**src/rtl/wb_ext_bridge.sv**
```systemverilog
// Registered Wishbone-classic to core ext_* bridge. One request is held at a time;
// it ends with a single-cycle ack, a single-cycle error on timeout, or silently after an abort.
module wb_ext_bridge #(
  parameter int unsigned TIMEOUT_CYCLES = 255
) (
  input  logic        clk,
  input  logic        reset_n,
  input  logic        wbs_cyc_i,
  input  logic        wbs_stb_i,
  input  logic        wbs_we_i,
  input  logic [3:0]  wbs_sel_i,
  input  logic [31:0] wbs_adr_i,
  input  logic [31:0] wbs_dat_i,
  output logic        wbs_ack_o,
  output logic        wbs_err_o,
  output logic [31:0] wbs_dat_o,
  output logic        ext_valid,
  input  logic        ext_ready,
  output logic        ext_instruction,
  output logic [31:0] ext_address,
  output logic [31:0] ext_write_data,
  output logic [3:0]  ext_write_strobe,
  input  logic [31:0] ext_read_data
);

  localparam int unsigned TW = (TIMEOUT_CYCLES == 0) ? 1 : $clog2(TIMEOUT_CYCLES + 1);
  localparam logic [TW-1:0] TMAX = TW'(TIMEOUT_CYCLES);
  localparam bit TO_EN = (TIMEOUT_CYCLES != 0);

  typedef enum logic [1:0] {
    IDLE,
    REQ,
    ACK,
    ERR
  } state_t;

  state_t        state_q, state_d;
  logic [TW-1:0] timer_q, timer_d;
  logic          abort_q, abort_d;
  logic          valid_q, valid_d;
  logic          ack_q, ack_d;
  logic          err_q, err_d;
  logic          instr_q, instr_d;
  logic [31:0]   addr_q, addr_d;
  logic [31:0]   wdata_q, wdata_d;
  logic [3:0]    strobe_q, strobe_d;
  logic [31:0]   rdata_q, rdata_d;

  logic aborted;
  logic timeout_hit;
  logic req_start;

  // The current cycle's cyc drop counts as an abort even before the flag is stored.
  assign aborted     = abort_q | ~wbs_cyc_i;
  assign timeout_hit = TO_EN && (timer_q == TMAX);
  assign req_start   = wbs_cyc_i & wbs_stb_i;

  always_ff @(posedge clk or negedge reset_n) begin
    if (!reset_n) state_q <= IDLE;
    else          state_q <= state_d;
  end

  always_comb begin
    state_d = state_q;
    unique case (state_q)
      IDLE: if (req_start) state_d = REQ;
      REQ: begin
        if (ext_ready)        state_d = aborted ? IDLE : ACK;
        else if (timeout_hit) state_d = aborted ? IDLE : ERR;
      end
      ACK:     state_d = IDLE;
      ERR:     state_d = IDLE;
      default: state_d = IDLE;
    endcase
  end

  always_comb begin
    timer_d  = timer_q;
    abort_d  = abort_q;
    instr_d  = instr_q;
    addr_d   = addr_q;
    wdata_d  = wdata_q;
    strobe_d = strobe_q;
    rdata_d  = rdata_q;
    valid_d  = (state_d == REQ);
    ack_d    = (state_d == ACK);
    err_d    = (state_d == ERR);
    unique case (state_q)
      IDLE: begin
        if (req_start) begin
          instr_d  = wbs_we_i;
          addr_d   = wbs_adr_i;
          wdata_d  = wbs_dat_i;
          strobe_d = wbs_sel_i;
          abort_d  = 1'b0;
          timer_d  = '0;
        end
      end
      REQ: begin
        abort_d = aborted;
        if (ext_ready && !instr_q) rdata_d = ext_read_data;
        if (!ext_ready && (timer_q != '1)) timer_d = timer_q + TW'(1);
      end
      default: ;
    endcase
  end

  always_ff @(posedge clk or negedge reset_n) begin
    if (!reset_n) begin
      timer_q  <= '0;
      abort_q  <= 1'b0;
      valid_q  <= 1'b0;
      ack_q    <= 1'b0;
      err_q    <= 1'b0;
      instr_q  <= 1'b0;
      addr_q   <= '0;
      wdata_q  <= '0;
      strobe_q <= '0;
      rdata_q  <= '0;
    end else begin
      timer_q  <= timer_d;
      abort_q  <= abort_d;
      valid_q  <= valid_d;
      ack_q    <= ack_d;
      err_q    <= err_d;
      instr_q  <= instr_d;
      addr_q   <= addr_d;
      wdata_q  <= wdata_d;
      strobe_q <= strobe_d;
      rdata_q  <= rdata_d;
    end
  end

  assign wbs_ack_o        = ack_q;
  assign wbs_err_o        = err_q;
  assign wbs_dat_o        = rdata_q;
  assign ext_valid        = valid_q;
  assign ext_instruction  = instr_q;
  assign ext_address      = addr_q;
  assign ext_write_data   = wdata_q;
  assign ext_write_strobe = strobe_q;

endmodule
```
**config.mk**
```make
export PLATFORM = sky130hd
export DESIGN_NAME = wb_ext_bridge
export DESIGN_NICKNAME = d
export VERILOG_FILES = /design/src/rtl/wb_ext_bridge.sv
export SDC_FILE = /design/constraint.sdc
export NUM_CORES = 1
export LEC_CHECK = 0
export CORE_ASPECT_RATIO = 0.75
export CORE_UTILIZATION = 25
export DETAILED_ROUTE_END_ITERATION = 16
export PLACE_DENSITY_LB_ADDON = 0.12
export SLEW_MARGIN = 30
export SYNTH_ARGS = -nofsm -noshare
export SYNTH_HDL_FRONTEND = slang
export SYNTH_SLANG_ARGS = --single-unit
```
**constraint.sdc**
```tcl
create_clock -name clk -period 2.4 [get_ports clk]
set_input_delay 0.6 -clock clk [delete_from_list [all_inputs] [get_ports clk]]
set_output_delay 0.6 -clock clk [all_outputs]
set_load 0.05 [all_outputs]
```
# Word level (Yosys, flattened, before mapping)
# Index checks and enable logic that the tools add are counted.
# totals
wordCells	47
out_inout_bits	104
latch_bits	0
ram_bits	0
ff_bits	115
romBits	0
inputBits	106
memories	0
# classes
magnitude_cmp	0
shift	0
add_sub_neg	1
eq_ne	10
bitwise_logic	3
n_reduce_logical	11
muxes	11
n_mul	0
div	0
# op_table
op	count
$mux 8	2
$pmux 8 s2	1
$mux 2	5
$add 8x1->8 const B	1
$eq 2x2->1 const B	4
$eq 8x8->1 const B	1
$ne 8x8->1 const B	1
$pmux 2 s3	1
$reduce_and 2->1	3
$eq 2x1->1 const B	2
$ne 2x2->1 const B	2
$reduce_and 3->1	1
$logic_and 1x1->1	2
$logic_not 1->1	2
$logic_not 2->1	1
$pmux 1 s2	1
$reduce_bool 2->1	1
$reduce_or 2->1	1
$and 1x1->1	1
$mux 1	1
$not 1->1	1
$or 1x1->1	1

# Logic depth before layout (Yosys ltp)
# Gate-level depths: netlist (run 1).
# logic_depth
word_depth	7
mapped_depth	5
ltp_nobuf	4

# Worst setup path before layout (run 1)
# Ideal clock, no wire load.
# synth_timing
path_type	input port to flip-flop
startpoint	in wbs_stb_i
endpoint	reg wdata_q[0], in the netlist ext_write_data[0]
setup_slack_ns	0.817
t_required_ns	2.272
arrival_time_ns	1.455
setup_ns	0.128
cell_stages	4
n_path_buf	2
cell_sequence	and4bb_4 buf_8 buf_4 mux2_1
# synth_between
elab_chain_len	2
# synth_lines
item	line_no	text
start, declared	9	input logic wbs_stb_i,
$and 1x1->1	56	assign req_start = wbs_cyc_i & wbs_stb_i;
$reduce_and 2->1 (no source line)	-	
end signal, assigned	128	wdata_q <= wdata_d;
end, declared	45	logic [31:0] wdata_q, wdata_d;
# No other way between the ends.
# A chain may end at the register's enable or synchronous reset.

# Worst setup path after layout (run 1)
# layout_timing
startpoint	reg instr_q, in the netlist ext_instruction
endpoint	out ext_instruction
# layout_lines
item	line_no	text
start, declared	43	logic instr_q, instr_d;
start signal, assigned	126	instr_q <= instr_d;
end, declared	19	output logic ext_instruction,
# No word-level cell between the ends.

==> results of run 1 <==
-- cell usage after synthesis, types with 2 or more instances --
| library cell | instances | share of area, % |
|---|---|---|
| a211oi_1 | 3 | 0.50 |
| a21oi_1 | 4 | 0.45 |
| and3_1 | 5 | 0.70 |
| and3b_1 | 2 | 0.39 |
| buf_2 | 5 | 0.56 |
| buf_4 | 6 | 1.0 |
| buf_8 | 2 | 0.67 |
| dfrtp_1 | 115 | 64 |
| inv_1 | 2 | 0.17 |
| mux2_1 | 99 | 25 |
| mux2_2 | 3 | 0.75 |
| nor2_1 | 5 | 0.42 |
| nor2b_1 | 2 | 0.28 |
| nor3_1 | 3 | 0.33 |
| o211a_1 | 2 | 0.45 |
| o21ai_0 | 2 | 0.22 |
-- flip-flops by register name, indices dropped and copies added, names as in the netlist, 2 cells and up --
signal            count
ext_address          32
ext_write_data       32
ext_write_strobe      4
state_q               2
timer_q               8
wbs_dat_o            32
-- worst paths after layout --
path / from / endpoint / slack, ns / depth (start not counted)
worst min-delay path: reset_n / wbs_dat_o[6]$_DFFE_PN0P_ / 0.05 / 1
min in group clk: wbs_dat_o[14]$_DFFE_PN0P_ / wbs_dat_o[14]$_DFFE_PN0P_ / 0.48 / 1
worst max-delay path: ext_instruction$_DFFE_PN0P_ / ext_instruction / 0.16 / 1
worst min register to register: wbs_dat_o[14]$_DFFE_PN0P_ / wbs_dat_o[14]$_DFFE_PN0P_ / 0.48 / 1
max in group asynchronous: reset_n / ext_write_data[6]$_DFFE_PN0P_ / 1.69 / 2
worst max register to register: state_q[1]$_DFF_PN0_ / ext_write_data[7]$_DFFE_PN0P_ / 0.76 / 3
-- area by class of cell --
cell class | count | area [µm²]
Tap cell | 242 | 303
Clock buffer | 23 | 508
Timing Repair Buffer | 218 | 2210
Sequential cell | 115 | 2880
Multi-Input combinational cell | 152 | 1510
Clock inverter | 9 | 100
Inverter | 2 | 7.51
Fill cell | 1659 | 10100
-- metal layers --
layer,up-vias,part of all wire [%],wire length (µm)
li1,1479,-,-
met1,1552,43,4830
met2,158,42,4800
met3,12,14,1550
met4,0,1.3,144
met5,-,0,0
-- power groups by stage --
stage          clock network, µW  logic, µW  registers (µW)
6_report                    2550       4100            2830
5_1_grt                     2740       4280            2920
4_1_cts                     2640       4150            2840
3_5_place_dp                   0       4140            2860
3_3_place_gp                   0       4120            2840
2_1_floorplan                  0        524            4880
-- logic make-up (layout without fill, tap and decap cells) --
logic type	Yosys count	after routing
flip-flops	115	115
multiplexers	103	103
AND/OR/NAND/NOR	29	29
AO/OA/AOI/OAI	19	19
buffers and inverters	16	252
adder cells (fa/ha/maj)	1	1
-- metrics by stage --
step	worst slack [ns]	hold WS, ns	cells
2_1_floorplan	0.817	0.304	283
3_5_place_dp	0.141	0.474	729
4_1_cts	0.138	0.0550	761
3_3_place_gp	0.186	0.467	729
6_report	0.157	0.0543	761
5_1_grt	0.104	0.0526	761
-- worst reg2reg max path: cells and delay by family (launching register included) --
family,cells,cell delay [ns]
simple gates,1,0.49
mux,1,0.36
buf+inv,1,0.24
flops,1,0.44
==> run summary, run 1 <==
- 1.64 ns — arrival time worst endpoint
- output port — Worst Setup End Kind
- 0.0162 ns — Max Clock Skew
- buffers and inverters — kind of cell with the highest combined delay on the critical path
- dfrtp_1 — Primary FF master, synth
- in -> async — worst min-delay path class
- 0 — cts-stage hold buffer count
- 0 ns — Sum Neg Setup Slack
- 115 — clock sink total
- 0 — final setup violating endpoints
- 81 — Iteration-0 DRC Markers
- 0.278% — adder and majority gate portion of the synthesized area
- 42 — number of placement rows
- complete, no violations — result of the run
- 93.4% — fraction of the cycle the final worst path needs
- 0 — post-CTS resize count
- 0.478 mV — maximum ir drop on the vdd rail
- 42.7% — final core utilization
- 4.21 — ratio of routed vias to standard cells
- 390 — net count after synthesis
- 0 — post-detailed-route DRC marker count
- 0 — Max-cap violations
- 39 — number of unique standard cell types used by synthesis
- 67.0% — post-synthesis to final-layout area growth
- 0% — xor and xnor fraction of the mapped netlist area
- 157 µm — die extent in x
- 0 — final slew viol count
- 118 µm — Die Y-Extent
- 17,600 µm² — core area
- 25.6% — initial standard-cell utilization of the core
- 0 — final global-route overflow total
- 18.8% — GR Layer Usage met2
- 8240 µm — final HPWL from detailed placement
- 0 — Final Hold Vio Count
- multiplexers — combinational family with the most area after synthesis
- built — CTS tree
- 3.06% — compound-gate portion of the synthesized area
- 7510 µm² — Layout Cell Area excl Fill
- 6900 µm² — cell area reported after detailed placement
- met2 — most congested layer reported by global routing
- 15.8% — met1 Use GR
- 209 — number of I/O port buffers
- 5690 µW — Int Power
- reg -> out — CP Class
- 9490 µW — Power, Total
- 115 — count of state elements after synthesis
- 29.8% — relative contribution of sequential cells to total power
- 9.44% — fraction of final layout cells with drive strength greater than 1
- 13.0% — GRT Overall Usage
- 0.548 ns — Tightest Pin Transition
- clkdlybuf4s50_1 — critical-path cell list
- 15.9 µm² — per-instance average area after synthesis
- 18,200 µm — wire length of the first global-routing pass
- 17 — number of CTS-inserted buffers
- 4.45% — simple-gate area share of the yosys netlist
- 100% — share of flip-flops with an asynchronous set or reset
- 0.717 — Routability Congestion
- 1260 nW/µm² — power per unit of standard cell area
- clkdlybuf4s50_1 — slowest library cell on the worst path
- 283 — Mapped Cells
- 14.9 µm — post-DR wirelength/cell
- 0.86 ns — slowest cell delay on critical path
- 63.3% — relative max-transition margin
- 3800 µW — switching power summed over all nets
- 1 — number of buffer and inverter instances along the worst setup path
- 0 — number of post-CTS setup repair buffers
- register — Setup crit start kind
- 0 — initial antenna violation count
- 64.0% — sequential share of the synthesized area
- 1.80 ns — data required time at the worst endpoint
- clkdlybuf4s50_1 (208), dfrtp_1 (115), mux2_1 (99) — commonest non-fill, non-tap cells in the layout
- 0.42 ns — clk_lat worst skew
- 66 — pin count of the biggest net entering global routing
- 11,300 µm — total wire length
- 40.1% — switching fraction of total power
- 0 — Detail Route Antenna Nets
- 18,500 µm² — Die Outline Area
- 4 — drt first pass iters
- false — unrepaired setup endpoints after global routing
- 0.00314 µW — standby leakage power
- 4 — H-tree level count
- 0 — Ant. Diodes
- 0 — Synthesis Warnings
- clkdlybuf4s50_1 — most frequent standard cell in the layout excluding fill and tap cells
- 2.24 ns — minimum clock period after layout
- 210 — count of boundary I/O pins
- 446 MHz — achievable frequency
- 0.05 ns — clock slew at the register clock pins of the worst setup and hold paths
- 3,447 — number of global-route vias before repair
- 25.8% — multiplexer fraction of the synthesized cell area
- 0 — number of flops mapped to enable cells by yosys
- 4500 µm² — post-synthesis instance area
- 3 — largest fanout on the critical path
- 3,201 — total number of vias
- 2 — maximum root-to-sink buffer count
- 7.44% — met3 usage in global routing
- clkbuf_16 — root buffer selected by CTS
- 613 — Total Nets Final
- 43.3% — Combinational Power Share
- 26.9% — clock network fraction of total power
(Power assumes the default switching activity.)
==> run 2: changes to the inputs <==
--- a/config.mk
+++ b/config.mk
@@ -8,6 +8,7 @@
 export CORE_ASPECT_RATIO = 0.75
 export CORE_UTILIZATION = 25
 export DETAILED_ROUTE_END_ITERATION = 16
+export MAX_ROUTING_LAYER = met4
 export PLACE_DENSITY_LB_ADDON = 0.12
 export SLEW_MARGIN = 30
 export SYNTH_ARGS = -nofsm -noshare
==> run 2 against run 1 <==
Net effect:
- via count is 0.25% higher
- clock skew is 0.0097 ns lower
- combinational power hardly changed
- total power hardly changed
- largest cell class unchanged
==> run summary, run 2 (synthesized netlist as in run 1, its figures left out) <==
- 4 — H-tree level count, unchanged
- 3 — largest fanout on the critical path, unchanged
- clkdlybuf4s50_1 — slowest library cell on the worst path, unchanged
- 17 — number of CTS-inserted buffers, unchanged
- buffers and inverters — kind of cell with the highest combined delay on the critical path, unchanged
- 0.05 ns — clock slew at the register clock pins of the worst setup and hold paths, about the same
- 4990 µm — detailed-routing wirelength on met1, was 4830 µm
- 0 — final setup violating endpoints, unchanged
- 0 — Detail Route Antenna Nets, unchanged
- 761 — number of cells in the finished layout apart from fillers, unchanged
- 0.548 ns — Tightest Pin Transition, unchanged
- 613 — Total Nets Final, unchanged
- 1,659 — Filler Cell Count, unchanged
- 9.44% — fraction of final layout cells with drive strength greater than 1, unchanged
- 209 — number of I/O port buffers, unchanged
- 210 — count of boundary I/O pins, unchanged
- 0.725 — Routability Congestion, was 0.717
- 115 — clock sink total, unchanged
- clkdlybuf4s50_1 (208), dfrtp_1 (115), mux2_1 (99) — commonest non-fill, non-tap cells in the layout, unchanged
- in -> async — worst min-delay path class, unchanged
- built — CTS tree, unchanged
- clkdlybuf4s50_1 — critical-path cell list, unchanged
- 0.41 ns — clk_lat worst skew, was 0.42 ns
- 1370 µm — routed length on met3, was 1550 µm
- reg -> out — CP Class, unchanged
- 67.0% — post-synthesis to final-layout area growth, unchanged
- 63.3% — relative max-transition margin, unchanged
- 0.00314 µW — standby leakage power, unchanged
- 0.86 ns — slowest cell delay on critical path, about the same
- complete, no violations — result of the run, unchanged
- 13.4% — GRT Overall Usage, was 13.0%
- 26.9% — clock network fraction of total power, about the same
- false — unrepaired setup endpoints after global routing, unchanged
- 25.6% — initial standard-cell utilization of the core, unchanged
- 1.80 ns — data required time at the worst endpoint, about the same
- 18,500 µm² — Die Outline Area, unchanged
- clkbuf_16 — root buffer selected by CTS, unchanged
- 0 — cts-stage hold buffer count, unchanged
- 729 — Placed Cells incl. Taps, unchanged
- 42 — number of placement rows, unchanged
- 2.25 ns — minimum clock period after layout, was 2.24 ns
- 5690 µW — Int Power, about the same
- output port — Worst Setup End Kind, unchanged
- 1 — number of buffer and inverter instances along the worst setup path, unchanged
- 3,466 — number of global-route vias before repair, was 3,447
- 1.65 ns — arrival time worst endpoint, was 1.64 ns
- 42.7% — final core utilization, unchanged
- 0 — Ant. Diodes, unchanged
- 0.479 mV — maximum ir drop on the vdd rail, was 0.478 mV
- 0 — Max-cap violations, unchanged
- 4.22 — ratio of routed vias to standard cells, was 4.21
- 0 — final global-route overflow total, unchanged
- register — Setup crit start kind, unchanged
- 3,209 — total number of vias, was 3,201
- 11,300 µm — total wire length, unchanged
- 4 — drt first pass iters, unchanged
- 0 — final slew viol count, unchanged
- 40.1% — switching fraction of total power, about the same
- 2 — maximum root-to-sink buffer count, unchanged
- 118 µm — Die Y-Extent, unchanged
- 4780 µm — DR WL met2, was 4800 µm
- 0 — Final Hold Vio Count, unchanged
- 93.5% — fraction of the cycle the final worst path needs, was 93.4%
- clkdlybuf4s50_1 — most frequent standard cell in the layout excluding fill and tap cells, unchanged
- 0.00647 ns — Max Clock Skew, was 0.0162 ns
- 445 MHz — achievable frequency, was 446 MHz
- 29.8% — relative contribution of sequential cells to total power, about the same
- 18,100 µm — wire length of the first global-routing pass, was 18,200 µm
- 0 — post-CTS resize count, unchanged
- 3800 µW — switching power summed over all nets, about the same
- 0 — initial antenna violation count, unchanged
- 0 ns — Sum Neg Setup Slack, unchanged
- 0 — number of post-CTS setup repair buffers, unchanged
- 157 µm — die extent in x, unchanged
- 17,600 µm² — core area, unchanged
- 1260 nW/µm² — power per unit of standard cell area, about the same
- 78 — Iteration-0 DRC Markers, was 81
- met4 — highest routed layer, unchanged
- 66 — pin count of the biggest net entering global routing, unchanged
- 0 — post-detailed-route DRC marker count, unchanged
- 8240 µm — final HPWL from detailed placement, unchanged
- 43.3% — Combinational Power Share, about the same
- 14.9 µm — post-DR wirelength/cell, unchanged
-- run 2: stage by stage --
step,hold WS (ns),total power (µW),area (µm²),setup WS [ns]
6_report,0.0608,9490,7510,0.155
3_3_place_gp,0.467,6960,6900,0.186
4_1_cts,0.0550,9630,7510,0.138
2_1_floorplan,0.304,5410,4500,0.817
3_5_place_dp,0.474,7000,6900,0.141
5_1_grt,0.0545,9940,7510,0.105
-- run 2: power groups by stage --
| stage | Sequential (µW) | Combinational [µW] | Clock [µW] |
|---|---|---|---|
| after floorplan | 4880 | 524 | 0 |
| after global placement | 2840 | 4120 | 0 |
| after detailed placement | 2860 | 4140 | 0 |
| after CTS | 2840 | 4150 | 2640 |
| after global routing | 2920 | 4280 | 2740 |
| final | 2830 | 4100 | 2550 |
-- run 2: area by class of cell --
class	instances	area, µm²	share of cell area, %
clock inverters	9	100	1.33
clock buffers	23	508	6.76
well taps	242	303	4.03
repair buffers	218	2210	29.4
flip-flops and latches	115	2880	38.3
inverters	2	7.51	0.0999
multi-input cells	152	1510	20.1
-- run 2: metal layers --
metal / vias to the layer above / track usage [%]
met5: - / -
met4: 0 / 6.19
met3: 14 / 6.16
met2: 163 / 18.7
met1: 1552 / 16.4
li1: 1480 / -
-- run 2: final timing paths --
path / from / to / slack, ns / cells past startpoint
setup / recovery: ext_instruction$_DFFE_PN0P_ / ext_instruction / 0.15 / 1
hold reg to reg: wbs_dat_o[14]$_DFFE_PN0P_ / wbs_dat_o[14]$_DFFE_PN0P_ / 0.48 / 1
max in group asynchronous: reset_n / ext_address[6]$_DFFE_PN0P_ / 1.70 / 2
hold / removal: reset_n / wbs_dat_o[6]$_DFFE_PN0P_ / 0.06 / 1
setup reg to reg: state_q[1]$_DFF_PN0_ / ext_write_data[13]$_DFFE_PN0P_ / 0.75 / 3
min in group clk: wbs_dat_o[14]$_DFFE_PN0P_ / wbs_dat_o[14]$_DFFE_PN0P_ / 0.48 / 1
